**src/rtl/throw_capture_display.sv**
```systemverilog
// throw_capture_display
//   Downstream stage of the dice / traffic-light mux. In dice mode it follows
//   a roll while the button is held. After release it waits a settle window
//   and then captures the final throw. It keeps a per-face histogram and
//   drives a 7-segment display. In lights mode the {red,amber,green} bits of
//   `result` are mapped directly onto segments a/g/d.
//
// Optional feature (macro THROW_CAPTURE_DISPLAY_BLINK_EN):
//   When defined, the digit blinks while ROLLING. The blink has a half-period
//   of BLINK_CYC cycles. When undefined, ROLLING shows the live digit.
//
// Ports:
//   clk       in   system clock, rising edge
//   rst       in   synchronous active-high reset
//   sel       in   0 = dice mode, 1 = traffic-light mode
//   button    in   roll button, high = rolling
//   result    in   [2:0] mux output
//   hist_clr  in   one-cycle pulse: clear histogram, total and illegal
//   rd_face   in   [2:0] face (1..6) to read from the histogram
//   seg       out  [6:0] {g,f,e,d,c,b,a}, active-high, registered
//   held      out  [2:0] last captured throw
//   valid     out  high while a fresh capture is displayed (HOLD)
//   illegal   out  sticky flag: a capture saw 0 or 7
//   rd_count  out  [COUNT_W-1:0] registered histogram read
//   total     out  [COUNT_W-1:0] saturating count of legal captures
module throw_capture_display #(
    parameter int unsigned SETTLE_CYC = 4,
    parameter int unsigned COUNT_W    = 8,
    parameter int unsigned BLINK_CYC  = 8
) (
    input  logic               clk,
    input  logic               rst,
    input  logic               sel,
    input  logic               button,
    input  logic [2:0]         result,
    input  logic               hist_clr,
    input  logic [2:0]         rd_face,
    output logic [6:0]         seg,
    output logic [2:0]         held,
    output logic               valid,
    output logic               illegal,
    output logic [COUNT_W-1:0] rd_count,
    output logic [COUNT_W-1:0] total
);

    typedef enum logic [2:0] {
        S_IDLE,
        S_ROLLING,
        S_SETTLE,
        S_HOLD,
        S_LIGHTS
    } state_t;

    localparam int unsigned SW = (SETTLE_CYC > 1) ? $clog2(SETTLE_CYC) : 1;
    localparam logic [SW-1:0] SETTLE_LAST = SW'(SETTLE_CYC - 1);

    state_t               r_state, w_next;
    logic [SW-1:0]        r_settle;
    logic                 w_capture, w_settle_clr, w_settle_inc;
    logic                 w_legal;
    logic [2:0]           r_held;
    logic                 r_valid, r_illegal;
    logic [COUNT_W-1:0]   r_face [6];
    logic [COUNT_W-1:0]   r_total, r_rd_count, w_rd;
    logic [6:0]           r_seg, w_seg_src, w_live, w_held_dig;
    logic                 w_blink;

    function automatic logic [6:0] f_digit(input logic [2:0] v);
        case (v)
            3'd1:    f_digit = 7'h06;
            3'd2:    f_digit = 7'h5B;
            3'd3:    f_digit = 7'h4F;
            3'd4:    f_digit = 7'h66;
            3'd5:    f_digit = 7'h6D;
            3'd6:    f_digit = 7'h7D;
            default: f_digit = 7'h40;
        endcase
    endfunction

    assign w_legal    = (result != 3'd0) && (result != 3'd7);
    assign w_live     = f_digit(result);
    assign w_held_dig = f_digit(r_held);

    // Next-state logic. sel overrides every state and also overrides the button.
    always_comb begin
        w_next       = r_state;
        w_capture    = 1'b0;
        w_settle_clr = 1'b0;
        w_settle_inc = 1'b0;
        if (sel) begin
            w_next = S_LIGHTS;
        end else begin
            unique case (r_state)
                S_IDLE:    if (button) w_next = S_ROLLING;
                S_ROLLING: if (!button) begin
                    w_next       = S_SETTLE;
                    w_settle_clr = 1'b1;
                end
                S_SETTLE: begin
                    if (button) begin
                        w_next = S_ROLLING;
                    end else if (r_settle == SETTLE_LAST) begin
                        w_next    = S_HOLD;
                        w_capture = 1'b1;
                    end else begin
                        w_settle_inc = 1'b1;
                    end
                end
                S_HOLD:    if (button) w_next = S_ROLLING;
                S_LIGHTS:  w_next = S_IDLE;
                default:   w_next = S_IDLE;
            endcase
        end
    end

    always_ff @(posedge clk) begin
        if (rst) begin
            r_state  <= S_IDLE;
            r_settle <= '0;
        end else begin
            r_state <= w_next;
            if (w_settle_clr)
                r_settle <= '0;
            else if (w_settle_inc)
                r_settle <= r_settle + 1'b1;
        end
    end

    // Capture register and the valid flag. valid is cleared when the FSM
    // leaves HOLD, either on a re-press or on a switch to lights mode.
    always_ff @(posedge clk) begin
        if (rst) begin
            r_held  <= '0;
            r_valid <= 1'b0;
        end else begin
            if (w_capture)
                r_held <= result;
            if (sel)
                r_valid <= 1'b0;
            else if (w_capture)
                r_valid <= 1'b1;
            else if (r_state == S_HOLD && button)
                r_valid <= 1'b0;
        end
    end

    // Histogram accounting. When a clear and a capture arrive together, the
    // clear wins.
    always_ff @(posedge clk) begin
        if (rst || hist_clr) begin
            for (int unsigned i = 0; i < 6; i++)
                r_face[i] <= '0;
            r_total   <= '0;
            r_illegal <= 1'b0;
        end else if (w_capture) begin
            if (w_legal) begin
                for (int unsigned i = 0; i < 6; i++)
                    if (result == 3'(i + 1) && r_face[i] != '1)
                        r_face[i] <= r_face[i] + 1'b1;
                if (r_total != '1)
                    r_total <= r_total + 1'b1;
            end else begin
                r_illegal <= 1'b1;
            end
        end
    end

    always_comb begin
        w_rd = '0;
        for (int unsigned i = 0; i < 6; i++)
            if (rd_face == 3'(i + 1))
                w_rd = r_face[i];
    end

    always_ff @(posedge clk) begin
        if (rst)
            r_rd_count <= '0;
        else
            r_rd_count <= w_rd;
    end

`ifdef THROW_CAPTURE_DISPLAY_BLINK_EN
    localparam int unsigned BW = (BLINK_CYC > 1) ? $clog2(BLINK_CYC) : 1;
    localparam logic [BW-1:0] PHASE_LAST = BW'(BLINK_CYC - 1);

    logic [BW-1:0] r_phase;
    logic          r_blink;

    always_ff @(posedge clk) begin
        if (rst) begin
            r_phase <= '0;
            r_blink <= 1'b0;
        end else if (r_phase == PHASE_LAST) begin
            r_phase <= '0;
            r_blink <= ~r_blink;
        end else begin
            r_phase <= r_phase + 1'b1;
        end
    end

    assign w_blink = r_blink;
`else
    // Without blinking, ROLLING always shows the digit. BLINK_CYC is at least 1.
    assign w_blink = (BLINK_CYC != 0);
`endif

    always_comb begin
        w_seg_src = 7'h40;
        unique case (r_state)
            S_IDLE:    w_seg_src = 7'h40;
            S_ROLLING: w_seg_src = w_blink ? w_live : 7'h00;
            S_SETTLE:  w_seg_src = w_live;
            S_HOLD:    w_seg_src = w_held_dig;
            S_LIGHTS:  w_seg_src = {result[1], 2'b00, result[0], 2'b00, result[2]};
            default:   w_seg_src = 7'h40;
        endcase
    end

    always_ff @(posedge clk) begin
        if (rst)
            r_seg <= '0;
        else
            r_seg <= w_seg_src;
    end

    assign seg      = r_seg;
    assign held     = r_held;
    assign valid    = r_valid;
    assign illegal  = r_illegal;
    assign rd_count = r_rd_count;
    assign total    = r_total;

endmodule

```
**config.mk**
```make
export PLATFORM = sky130hd
export DESIGN_NAME = throw_capture_display
export DESIGN_NICKNAME = d
export VERILOG_FILES = /design/src/rtl/throw_capture_display.sv
export SDC_FILE = /design/constraint.sdc
export NUM_CORES = 1
export LEC_CHECK = 0
export CAP_MARGIN = 10
export CORE_MARGIN = 2
export CORE_UTILIZATION = 60
export CTS_CLUSTER_DIAMETER = 60
export DETAILED_ROUTE_END_ITERATION = 8
export GPL_TIMING_DRIVEN = 0
export PLACE_DENSITY = 0.86
export SKIP_CTS_REPAIR_TIMING = 1
export SLEW_MARGIN = 10
export SYNTH_ARGS = -nofsm -noshare
export SYNTH_HDL_FRONTEND = slang
export SYNTH_SLANG_ARGS = --single-unit
```
**constraint.sdc**
```tcl
create_clock -name clk -period 5.8 [get_ports clk]
set_clock_uncertainty 0.15 [all_clocks]
set_input_delay 1.74 -clock clk [delete_from_list [all_inputs] [get_ports clk]]
set_output_delay 1.74 -clock clk [all_outputs]
set_load 0.1 [all_outputs]
```
Yosys cells after proc, flatten, opt, wreduce, memory -nomap -nowiden
Memory sizes are Yosys's and may differ from the RTL's.
Index checks and enable logic that the tools add are counted.
{"block": "totals", "word_cells": 148, "output_inout_bits": 28, "n_memories": 1, "inputBits": 11, "ram_bits": 48, "ff_bits": 33}
{"block": "classes", "n_mux": 66, "bitwise": 7, "add_sub_neg": 8, "n_reduce_logical": 20, "n_eq_ne": 37}
{"memory": "r_face", "words": 6, "width": 8, "read_ports": 6, "rd_ports_with_merged_regs": 0, "write_ports": 6, "line": "63", "rtl": "logic [COUNT_W-1:0] r_face [6];"}
{"operator": "$mux 8", "n": 12}
{"operator": "$pmux 7 s6", "n": 2}
{"operator": "$add 8x1->8 const B", "n": 7}
{"operator": "$ne 8x8->1 const B", "n": 7}
{"operator": "$mux 1", "n": 45}
{"operator": "$eq 3x3->1 const B", "n": 10}
{"operator": "$eq 3x2->1 const B", "n": 8}
{"operator": "$pmux 7 s3", "n": 1}
{"operator": "$mux 3", "n": 5}
{"operator": "$eq 3x1->1 const B", "n": 4}
{"operator": "$ne 3x3->1 const B", "n": 3}
{"operator": "$pmux 3 s3", "n": 1}
{"operator": "$reduce_and 3->1", "n": 3}
{"operator": "$logic_and 1x1->1", "n": 8}
{"operator": "$reduce_or 2->1", "n": 4}
{"operator": "$or 1x1->1", "n": 6}
{"operator": "$ne 4x4->1 const B", "n": 1}
{"operator": "$logic_not 3->1", "n": 1}
{"operator": "$ne 3x1->1 const B", "n": 1}
{"operator": "$reduce_bool 3->1", "n": 1}
{"operator": "$add 2x1->2 const B", "n": 1}
{"operator": "$eq 2x2->1 const B", "n": 1}
{"operator": "$ne 2x1->1 const B", "n": 1}
{"operator": "$ne 2x2->1 const B", "n": 1}
{"operator": "other kinds (4)", "n": 4}

Depth between registers and ports, before layout
{"block": "logic_depth", "depth_word": 9, "mapped_depth": 6, "mapped_depth_nobuf": 5}

Worst setup path before layout
No wires, ideal clock.
{"block": "synth_timing", "kind": "in2reg", "from": "input port sel", "to": "memory r_face[0][0] (enable)", "stages": 5, "required_ns": 5.266, "setup_ns": 0.384, "arrival_ns": 3.454, "n_path_buf": 1, "slack_ns": 1.812, "cell_sequence": "or3_1 buf_2 or3_4 a31o_2 o21ai_0"}
{"item": "start, declared", "line": "33", "rtl": "input logic sel,"}
{"item": "end, declared", "line": "63"}

==> flow_summary.yaml <==
logic_synthesis:
  synth_top_flop_cell: "edfxtp_1"
  yosysMostFrequentCell: "nor2_1"
  synth_top_area_frac: 0.331
  netlist_instances: 456
  syn_area_um2: 4360
  ys_seq_area_frac: 0.482
  synth.area.top_cells: "edfxtp_1 33%, dfxtp_1 15%, nor2_1 6.3%, xnor2_1 5.0%, xor2_1 3.2%"
  ys_types: 55
  async_reset_ff_frac: 0
  synthTopCellsByCount: "73 x nor2_1, 48 x edfxtp_1, 35 x nand2_1"
  synth_edf_count: 48
  yosysWarnings: 0
  syn-num-nets: 475
  ys_ff_latch: 81
  avgSynthCellArea_um2: 9.55
  yosysTopAreaCell: "edfxtp_1"
clock_network:
  clock_latency_ns: 0.36
  cts_inserted_buffers: 9
  cts_tree: "done"
  clk_pin_slew_ns: 0.09
  cts_htree_levels: 3
  root_buffer: "clkbuf_8"
  cts.sinks: 81
  clockBufferDepth: 2
sta:
  max-slew-margin-rel: 0.216
  timing.hold.ws_ns: 0.337
  worst_slew_pin_slew_ns: 1.16
  fmax_mhz: 227
  slew_viol_final: 0
  hold_viol: 0
  fin_crit_sh: 0.758
  post-route-min-period_ns: 4.40
  setup_ws_ns: 1.40
  rsz0062_at_grt: "no"
  finalSetupTns_ns: 0
  final-setup-viol-count: 0
run_status:
  outcome: "complete, no violations"
critical_path:
  path_max_fanout: 8
  critPathRequiredTime_ns: 5.64
  r2r-start: "r_state[2]"
  crit-reg2reg-capture: "r_face[0][5]"
  path_class: "primary input to register"
  critPathArrivalTime_ns: 4.23
  r2r_slack_ns: 2.81
  end_kind: "register"
  rr_worst_depth: 6
  cp-start-kind: "primary input"
detailed_routing:
  wirelength_um: 10100
  drt-vias-per-instance: 6.15
  drc_errors: 0
  firstDrtPassIters: 5
  vias: 3716
  drt_iter0_drc: 342
  detail-route-antenna-nets: 0
  wl_per_cell_um: 16.7
place:
  hpwl_um: 7300
  numPortBuffers: 33
  placed_area_um2: 4810
  routabilityCongestion: 0.875
  dp_slack_ns: 1.00
final_layout:
  stdcell_area_um2: 5020
  antenna_cells: 0
  fin_nets: 519
  area_growth_pct: 15.2
  drive_gt1_frac: 0.0515
worst_hold_path:
  min-delay-start: "illegal"
  hold_depth: 2
  holdPathEnd: "illegal"
  hp-class: "register to register"
pwr:
  p_per_area_nw_per_um2: 237
  ir_worst_vdd_mv: 0.130
  finalPower_w: 0.00119
  leakage_nw: 1.74
die:
  die_h_um: 89.2
  dieWidth_um: 89.2
  core_area_um2: 7140
  initial_core_util: 0.610
  row_count: 31
  ios: 39
  dieArea_um2: 7960
global_route:
  grt_usage: 0.266
  grt_pass1_vias: 3309
  grt_max_degree: 15
  antenna_found_initial: 0
  grt_pass1_wl_um: 16100
  grt-ovfl-total: 0
run:
  maxCapViolations: 0
-- cells by family after synthesis --
| group | count (synthesis) | share of synthesized area |
|---|---|---|
| simple gates | 203 | 0.229 |
| compound gates | 86 | 0.140 |
| mux | 6 | 0.0138 |
| buf+inv | 30 | 0.0279 |
| flops | 81 | 0.482 |
| xor+xnor | 41 | 0.0824 |
| fa+ha+maj | 9 | 0.0253 |
-- stage by stage --
stage               utilization  instances
floorplan                     -        456
global placement          0.674        588
detailed placement        0.674        588
CTS                       0.703        604
global route              0.703        604
finish                    0.703        604
-- cell type report --
cell class              count  area (um^2)
plain buffers              19         80.1
clock buffers              11          174
clock inverters             5         35.0
fillers                   544         2120
inverters                  11         41.3
multi-input cells         345         2130
flip-flops and latches     81         2100
well taps                  99          124
repair buffers             33          330
-- flip-flops by register name, summed over array words and instances (netlist names) --
name	count
valid	1
total	8
rd_count	8
seg	7
illegal	1
r_face	48
r_state	3
r_settle	2
held	3
-- cell usage in the layout, fill, tap and decap left out, types with 3 or more instances in the layout --
cell             count
nand4_1              8
nor2_1              73
mux2i_1              6
xnor2_1             25
and3b_1              3
nand2b_1             9
o2bb2ai_1            7
a311o_1              3
and3_1              16
nor3_1              12
o21ai_0             15
clkbuf_1            16
or4_1                4
xor2_1              16
and4_1               3
dfxtp_1             33
clkbuf_8             9
edfxtp_1            48
a21o_1               3
o211ai_1             3
o32ai_1              3
nand3_1             16
or3_1                4
nor2b_1              4
nor4_1               3
a21oi_1             23
clkdlybuf4s50_1     33
a31oi_1              7
and2_1               7
ha_1                 8
inv_1               11
nand2_1             35
-- per-layer routing --
metal  track usage  wire, um
met1         0.379      4320
met4         0.110       263
met5             0         0
met3        0.0434       798
met2         0.404      4740
-- worst max-delay path by stage --
stage          cells past startpoint  start      endpoint
2_1_floorplan                      5    sel  r_face[0][0]
3_3_place_gp                       6    sel  r_face[0][2]
3_5_place_dp                       6    sel  r_face[0][2]
4_1_cts                            6    sel  r_face[0][0]
5_1_grt                            6    sel  r_face[0][2]
6_report                           6    sel  r_face[0][5]
-- worst max-delay path: stages --
cell and delay [ns]:
clkdlybuf4s50_1 0.48, or3_1 0.36, buf_2 0.16, or3_4 0.43
a31o_2 0.22, o21ai_0 0.85
-- power by group --
| group | leakage [nW] | internal (W) | switching [W] | total (W) |
|---|---|---|---|---|
| clock | 0.106 | 0.000208 | 0.000216 | 0.000424 |
| combinational | 0.836 | 0.0000369 | 0.0000819 | 0.000119 |
| sequential | 0.802 | 0.000626 | 0.0000210 | 0.000647 |
| total | 1.74 | 0.000871 | 0.000319 | 0.00119 |
Power figures use the tool's default switching activity.
